<file path="config.mk">
export PLATFORM = sky130hd
export DESIGN_NAME = sample_delay_line
export DESIGN_NICKNAME = d
export VERILOG_FILES = /design/src/rtl/sample_delay_line.sv
export SDC_FILE = /design/constraint.sdc
export NUM_CORES = 1
export LEC_CHECK = 0
export ABC_AREA = 1
export ABC_CLOCK_PERIOD_IN_PS = 1900
export CAP_MARGIN = 40
export CORE_ASPECT_RATIO = 0.8
export CORE_MARGIN = 3
export CORE_UTILIZATION = 52
export CTS_BUF_LIST = sky130_fd_sc_hd__clkbuf_8 sky130_fd_sc_hd__clkbuf_16
export CTS_CLUSTER_SIZE = 28
export DETAILED_ROUTE_END_ITERATION = 6
export GPL_TIMING_DRIVEN = 0
export PLACE_DENSITY = 0.86
export REMOVE_ABC_BUFFERS = 1
export SETUP_SLACK_MARGIN = 0.5
export SYNTH_ARGS = -nofsm -noshare
export SYNTH_HDL_FRONTEND = slang
export SYNTH_SLANG_ARGS = --single-unit
</file>
<file path="constraint.sdc">
create_clock -name CLK -period 1.9 [get_ports CLK]
set_input_delay 0.57 -clock CLK [delete_from_list [all_inputs] [get_ports CLK]]
set_output_delay 0.57 -clock CLK [all_outputs]
set_load 0.1 [all_outputs]
</file>
<file path="src/rtl/sample_delay_line.sv">
// Multi-channel delay line with stall, valid tracking, per-channel change
// detection, PASS/TOGGLE/HOLD output modes and a wrapping valid-sample counter.
module sample_delay_line #(
    parameter int WIDTH    = 1,
    parameter int CHANNELS = 1,
    parameter int DEPTH    = 1,
    parameter int CNT_W    = 16
) (
    input  logic                        CLK,
    input  logic                        RST_N,
    input  logic                        en,
    input  logic                        clr,
    input  logic [1:0]                  mode,
    input  logic                        in_valid,
    input  logic [CHANNELS*WIDTH-1:0]   in_data,
    output logic                        out_valid,
    output logic [CHANNELS*WIDTH-1:0]   out_data,
    output logic [CHANNELS-1:0]         out_change,
    output logic [CNT_W-1:0]            sample_cnt,
    output logic                        cnt_wrap
);

    localparam int DW = CHANNELS * WIDTH;
    localparam logic [1:0] MODE_TOGGLE = 2'b01;
    localparam logic [1:0] MODE_HOLD   = 2'b10;

    // Data and valid presented to the output stage
    logic [DW-1:0] stg_data;
    logic          stg_vld;

    if (DEPTH > 1) begin : g_shift
        localparam int NS = DEPTH - 1;

        logic [DW-1:0] sh_data_q [NS];
        logic [DW-1:0] sh_data_d [NS];
        logic [NS-1:0] sh_vld_q;
        logic [NS-1:0] sh_vld_d;

        // Shift stages S1..S(DEPTH-1) advance on en regardless of mode
        always_comb begin
            sh_data_d = sh_data_q;
            sh_vld_d  = sh_vld_q;
            if (en) begin
                sh_data_d[0] = in_data;
                sh_vld_d[0]  = in_valid;
                for (int k = 1; k < NS; k++) begin
                    sh_data_d[k] = sh_data_q[k-1];
                    sh_vld_d[k]  = sh_vld_q[k-1];
                end
            end
        end

        // Shift stage registers
        always_ff @(posedge CLK or negedge RST_N) begin
            if (!RST_N) begin
                for (int k = 0; k < NS; k++) begin
                    sh_data_q[k] <= '0;
                end
                sh_vld_q <= '0;
            end else begin
                sh_data_q <= sh_data_d;
                sh_vld_q  <= sh_vld_d;
            end
        end

        assign stg_data = sh_data_q[NS-1];
        assign stg_vld  = sh_vld_q[NS-1];
    end else begin : g_direct
        // Single-stage line: the output stage samples the inputs directly
        assign stg_data = in_data;
        assign stg_vld  = in_valid;
    end

    logic [DW-1:0]       out_data_q,   out_data_d;
    logic                out_valid_q,  out_valid_d;
    logic [CHANNELS-1:0] out_change_q, out_change_d;
    logic [DW-1:0]       ref_q,        ref_d;
    logic [CNT_W-1:0]    sample_cnt_q, sample_cnt_d;
    logic                cnt_wrap_q,   cnt_wrap_d;

    // Output stage, reference register and counter next-state
    always_comb begin
        out_data_d   = out_data_q;
        out_valid_d  = out_valid_q;
        out_change_d = out_change_q;
        ref_d        = ref_q;
        sample_cnt_d = sample_cnt_q;
        cnt_wrap_d   = cnt_wrap_q;

        if (en) begin
            if (mode == MODE_HOLD) begin
                // Output and reference freeze; arriving samples are dropped
                out_valid_d  = 1'b0;
                out_change_d = '0;
            end else begin
                out_valid_d = stg_vld;
                if (stg_vld) begin
                    for (int c = 0; c < CHANNELS; c++) begin
                        out_change_d[c] = (stg_data[c*WIDTH +: WIDTH] != ref_q[c*WIDTH +: WIDTH]);
                    end
                    ref_d      = stg_data;
                    out_data_d = (mode == MODE_TOGGLE) ? (stg_data ^ ref_q) : stg_data;
                end else begin
                    out_change_d = '0;
                    out_data_d   = (mode == MODE_TOGGLE) ? '0 : stg_data;
                end
            end

            if (out_valid_d) begin
                sample_cnt_d = sample_cnt_q + CNT_W'(1);
                if (&sample_cnt_q) begin
                    cnt_wrap_d = 1'b1;
                end
            end
        end

        // Clear overrides any increment or wrap, even while stalled
        if (clr) begin
            sample_cnt_d = '0;
            cnt_wrap_d   = 1'b0;
        end
    end

    // Output stage registers
    always_ff @(posedge CLK or negedge RST_N) begin
        if (!RST_N) begin
            out_data_q   <= '0;
            out_valid_q  <= 1'b0;
            out_change_q <= '0;
            ref_q        <= '0;
            sample_cnt_q <= '0;
            cnt_wrap_q   <= 1'b0;
        end else begin
            out_data_q   <= out_data_d;
            out_valid_q  <= out_valid_d;
            out_change_q <= out_change_d;
            ref_q        <= ref_d;
            sample_cnt_q <= sample_cnt_d;
            cnt_wrap_q   <= cnt_wrap_d;
        end
    end

    assign out_data   = out_data_q;
    assign out_valid  = out_valid_q;
    assign out_change = out_change_q;
    assign sample_cnt = sample_cnt_q;
    assign cnt_wrap   = cnt_wrap_q;

endmodule

</file>
==> impl_metrics.py, run 1 <==
metrics = {
    "status": {
        "haltStage": "clock tree synthesis (4_1_cts)",
        "error_line": "[ERROR DPL-0038] Utilization greater than 100%, impossible to legalize",
        "status": "stopped before the end",
    },
    "synth": {
        "yosysWarnings": 0,
        "synth_top_family_by_area": "simple AND/OR/NAND/NOR gates",
        "synth_top_area_share": 0.446,
        "yosys_most_used_dff": "dfrtp_1",
        "avgSynthCellArea_um2": 7.45,
        "synth_xor_area_frac": 0.0149,
        "synth_common_cells": "nand2_1, nor2_1, dfrtp_1",
        "yosys.area.top_type": "dfrtp_1",
        "ys_seq_area_frac": 0.446,
        "synth_edf_count": 0,
        "synth-simple-area-share": 0.377,
        "synth_area_mm2": 0.00118,
        "async_flop_share": 1.00,
        "synth_most_common_cell": "nand2_1",
        "muxShareOfSynthArea": 0,
        "synth_compound_area_frac": 0.0776,
        "yosysUniqueCellTypes": 20,
        "synth_area_leaders": "dfrtp_1, nand2_1, nor2_1",
        "yosys_register_bits": 21,
        "syn_inst": 158,
        "synthAdderAreaFrac": 0.0106,
    },
    "cts": {
        "ctsResizeCount": 136,
        "root_buffer": "clkbuf_8",
        "clkSinkCount": 21,
        "hold_buffers": 0,
        "cts_buffers": 3,
        "htree_levels": 1,
        "clk_path_buf_depth": 2,
        "post_cts_buffers": 26,
    },
    "placed_design": {
        "place_ws_ns": -0.359,
        "gp_congestion": 0.912,
        "placed_cells": 228,
        "place_area_mm2": 0.00178,
        "io_buffers": 27,
        "dp_hpwl_um": 2700,
    },
    "floorplanning": {
        "io_pins": 28,
        "rows": 14,
        "start_util": 0.584,
        "die_y_um": 48.6,
        "die_w_um": 59.2,
    },
}
==> stage by stage <==
stage / setup TNS (ns) / utilization
floorplan: -0.643 / -
detailed placement: -2.53 / 0.883
global placement: -5.57 / 0.726
==> logic make-up after synthesis <==
logic type | count (synthesis)
xor+xnor | 2
compound gates | 18
fa+ha+maj | 1
simple gates | 95
buf+inv | 21
flops | 21
==> run 2: changes to the inputs <==
CORE_AREA = 3 3 64 66   (was unset)
CORE_ASPECT_RATIO = unset   (was 0.8)
CORE_MARGIN = unset   (was 3)
CORE_UTILIZATION = unset   (was 52)
CTS_BUF_LIST = unset   (was sky130_fd_sc_hd__clkbuf_8 sky130_fd_sc_hd__clkbuf_16)
CTS_CLUSTER_SIZE = unset   (was 28)
DIE_AREA = 0 0 67 69   (was unset)
PLACE_DENSITY = unset   (was 0.86)
PLACE_DENSITY_LB_ADDON = 0.15   (was unset)
SETUP_SLACK_MARGIN = unset   (was 0.5)
==> run 2 against run 1 <==
  * Synthesized cell count did not move
  * The flow now finishes without violations
  * Area after synthesis did not move
==> impl_metrics.py, run 2 <==
metrics = {
    "worst_setup_path": {
        "cp.arrival_ns": 1.12,
        "crit_start": "sample_cnt[8]$_DFFE_PN0P_",
        "startpoint_type": "register",
        "crit-reg2reg-launch": "sample_cnt[1]$_DFFE_PN0P_",
        "cp_slowest_cell": "dfrtp_1",
        "worstPathRequired_ns": 1.33,
        "cp_top_family": "buffers and inverters",
        "endpoint_kind": "output port",
        "rrSetupSlack_ns": 0.45,
        "cp_cell_sequence": "dlygate4sd2_1 -> buf_12",
        "crit_buf_inv": 2,
        "crit_path_max_incr_delay_ns": 0.39,
        "worstPathMaxFanout": 2,
        "path_class": "register to output port",
        "reg2regPathDepth": 8,
        "r2r_end": "sample_cnt[10]$_DFFE_PN0P_",
    },
    "cells_and_area": {
        "final_common_cell": "nand2_1",
        "largest_reg_flops": 16,
        "multi_input_area_um2": 566,
        "seq_area_um2": 526,
        "diodes": 0,
        "fillCellCount": 374,
        "areaGrowthSynthToFinish_pct": 59.1,
        "nets": 212,
        "drive_gt1_frac": 0.243,
        "layout_common_cells": "nand2_1, nor2_1, dfrtp_1",
    },
    "detailed_routing": {
        "wirelength_um": 2900,
        "first_iter_violations": 52,
        "drt_pass1_iterations": 4,
        "vias_per_cell": 4.60,
        "ant_nets": 0,
        "drc_errors": 0,
        "vias": 1149,
        "wire_per_inst_um": 11.6,
    },
    "power": {
        "finalPower_w": 0.000973,
        "p_leak_nw": 0.838,
        "pwr_density_cell_mw_per_mm2": 520,
        "vdd_drop_max_mv": 0.257,
    },
    "floorplanning": {
        "die_y_um": 69,
        "dieArea_mm2": 0.00462,
        "io_pins": 28,
        "coreArea_mm2": 0.00363,
        "rows": 22,
        "die_w_um": 67,
        "start_util": 0.324,
    },
    "global_routing": {
        "grt_antenna_before_repair": 0,
        "first_global_vias": 1199,
        "grt_max_degree": 18,
        "grt_pass1_wl_um": 5390,
        "grt_overflow": 0,
        "grt_util_all_layers": 0.150,
    },
    "placed_design": {
        "dp_hpwl_um": 2200,
        "gp_congestion": 0.866,
        "io_buffers": 27,
    },
    "synth": {
        "muxShareOfSynthArea": 0,
        "synthAdderAreaFrac": 0.0106,
        "avgSynthCellArea_um2": 7.45,
        "ys_seq_area_frac": 0.446,
        "synth_common_cells": "nand2_1, nor2_1, dfrtp_1",
        "synth_compound_area_frac": 0.0776,
        "yosysWarnings": 0,
        "synth_top_area_share": 0.446,
        "synth_xor_area_frac": 0.0149,
        "yosysUniqueCellTypes": 20,
        "synth_most_common_cell": "nand2_1",
        "yosys.area.top_type": "dfrtp_1",
        "yosys_register_bits": 21,
        "async_flop_share": 1.00,
        "synth_edf_count": 0,
        "synth_area_mm2": 0.00118,
        "syn_inst": 158,
        "synth-simple-area-share": 0.377,
        "synth_top_family_by_area": "simple AND/OR/NAND/NOR gates",
        "synth_area_leaders": "dfrtp_1, nand2_1, nor2_1",
        "yosys_most_used_dff": "dfrtp_1",
    },
    "hold_path": {
        "hp-class": "register to register",
        "worstHoldPathCells": 2,
        "min_to": "ref_q$_DFFE_PN0P_",
        "min_from": "ref_q$_DFFE_PN0P_",
    },
    "cts": {
        "htree_levels": 1,
        "clock_latency_ns": 0.26,
        "cts_buffers": 3,
        "root_buffer": "clkbuf_8",
        "clkSlewWorstSetupHoldPaths_ns": 0.08,
        "cts_tree": "yes",
        "clkSinkCount": 21,
        "clk_path_buf_depth": 2,
    },
    "flow_run": {
        "cap_violations": 0,
    },
    "sta": {
        "setup_violations": 0,
        "tns_ns": 0,
        "rsz0062_at_grt": "false",
        "fin_crit_ns": 1.69,
        "min_period_over_period": 0.889,
        "slew_viol_final": 0,
        "fmax_ghz": 0.592,
        "worst_slew_pin_slew_ns": 0.345,
        "hold_viol": 0,
        "skew_ns": 0.00601,
        "slew_headroom": 0.770,
    },
    "status": {
        "status": "finished clean",
    },
}
[run 2: power breakdown]
group / leakage [nW] / internal (W) / switching, W
Sequential: 0.287 / 0.000459 / 0.0000139
Clock: 0.0228 / 0.000150 / 0.000150
Combinational: 0.527 / 0.0000727 / 0.000127
[run 2: routing by layer]
| layer | routed length [um] | share of wire | up-vias | track usage |
|---|---|---|---|---|
| li1 | - | - | 589 | - |
| met2 | 1350 | 0.47 | 26 | 0.225 |
| met3 | 115 | 0.040 | 4 | 0.0326 |
| met4 | 63 | 0.022 | 0 | 0.0766 |
| met5 | 0 | 0 | - | 0 |
| met1 | 1370 | 0.47 | 530 | 0.198 |
[run 2: cells by family (layout without fill, tap and decap cells)]
group	count (synthesis)	count (layout)
and+or+nand+nor	95	95
adders and majority gates	1	1
buffers and inverters	21	65
xor gates and xnor gates	2	2
AOI/OAI and AO/OA	18	18
DFF	21	21
[run 2: tightest hold or removal path: cells and delay by family (launching register included)]
kind             cells  cell delay (ns)
AO/OA/AOI/OAI        1             0.06
flip-flops           1             0.37
AND/OR/NAND/NOR      1             0.05
[run 2: area by class of cell]
type / count / share of cell area
inverters: 19 / 0.0387
well taps: 48 / 0.0321
multi-input cells: 116 / 0.302
clock buffers: 4 / 0.0240
flip-flops and latches: 21 / 0.281
repair buffers: 42 / 0.323
[run 2: through the flow]
step | instances | setup slack [ns] | hold WS (ns) | util | instance area (um^2)
after floorplan | 156 | -0.160 | 0.274 | - | 1160
after global placement | 231 | -0.310 | 0.465 | 0.411 | 1490
after detailed placement | 252 | -0.319 | 0.475 | 0.501 | 1820
after CTS | 252 | 0.000760 | 0.525 | 0.520 | 1890
after global routing | 250 | 0.115 | 0.557 | 0.515 | 1870
final | 250 | 0.211 | 0.522 | 0.515 | 1870
[run 2: worst max path at each step]
stage                            endpoint  cells past startpoint
4_1_cts                     sample_cnt[9]                      2
5_1_grt         sample_cnt[4]$_DFFE_PN0P_                      8
3_3_place_gp   sample_cnt[12]$_DFFE_PN0P_                      6
3_5_place_dp   sample_cnt[15]$_DFFE_PN0P_                      6
6_report                    sample_cnt[8]                      2
2_1_floorplan  sample_cnt[12]$_DFFE_PN0P_                      8
[run 2: repair_timing]
| action | CTS | global route |
|---|---|---|
| resized for setup | 21 | 1 |
| setup endpoints to repair | 25 | 2 |
| setup buffers | 13 | 0 |
| hold buffers | 0 | 0 |
No activity file was read; power rests on OpenSTA's default activity.
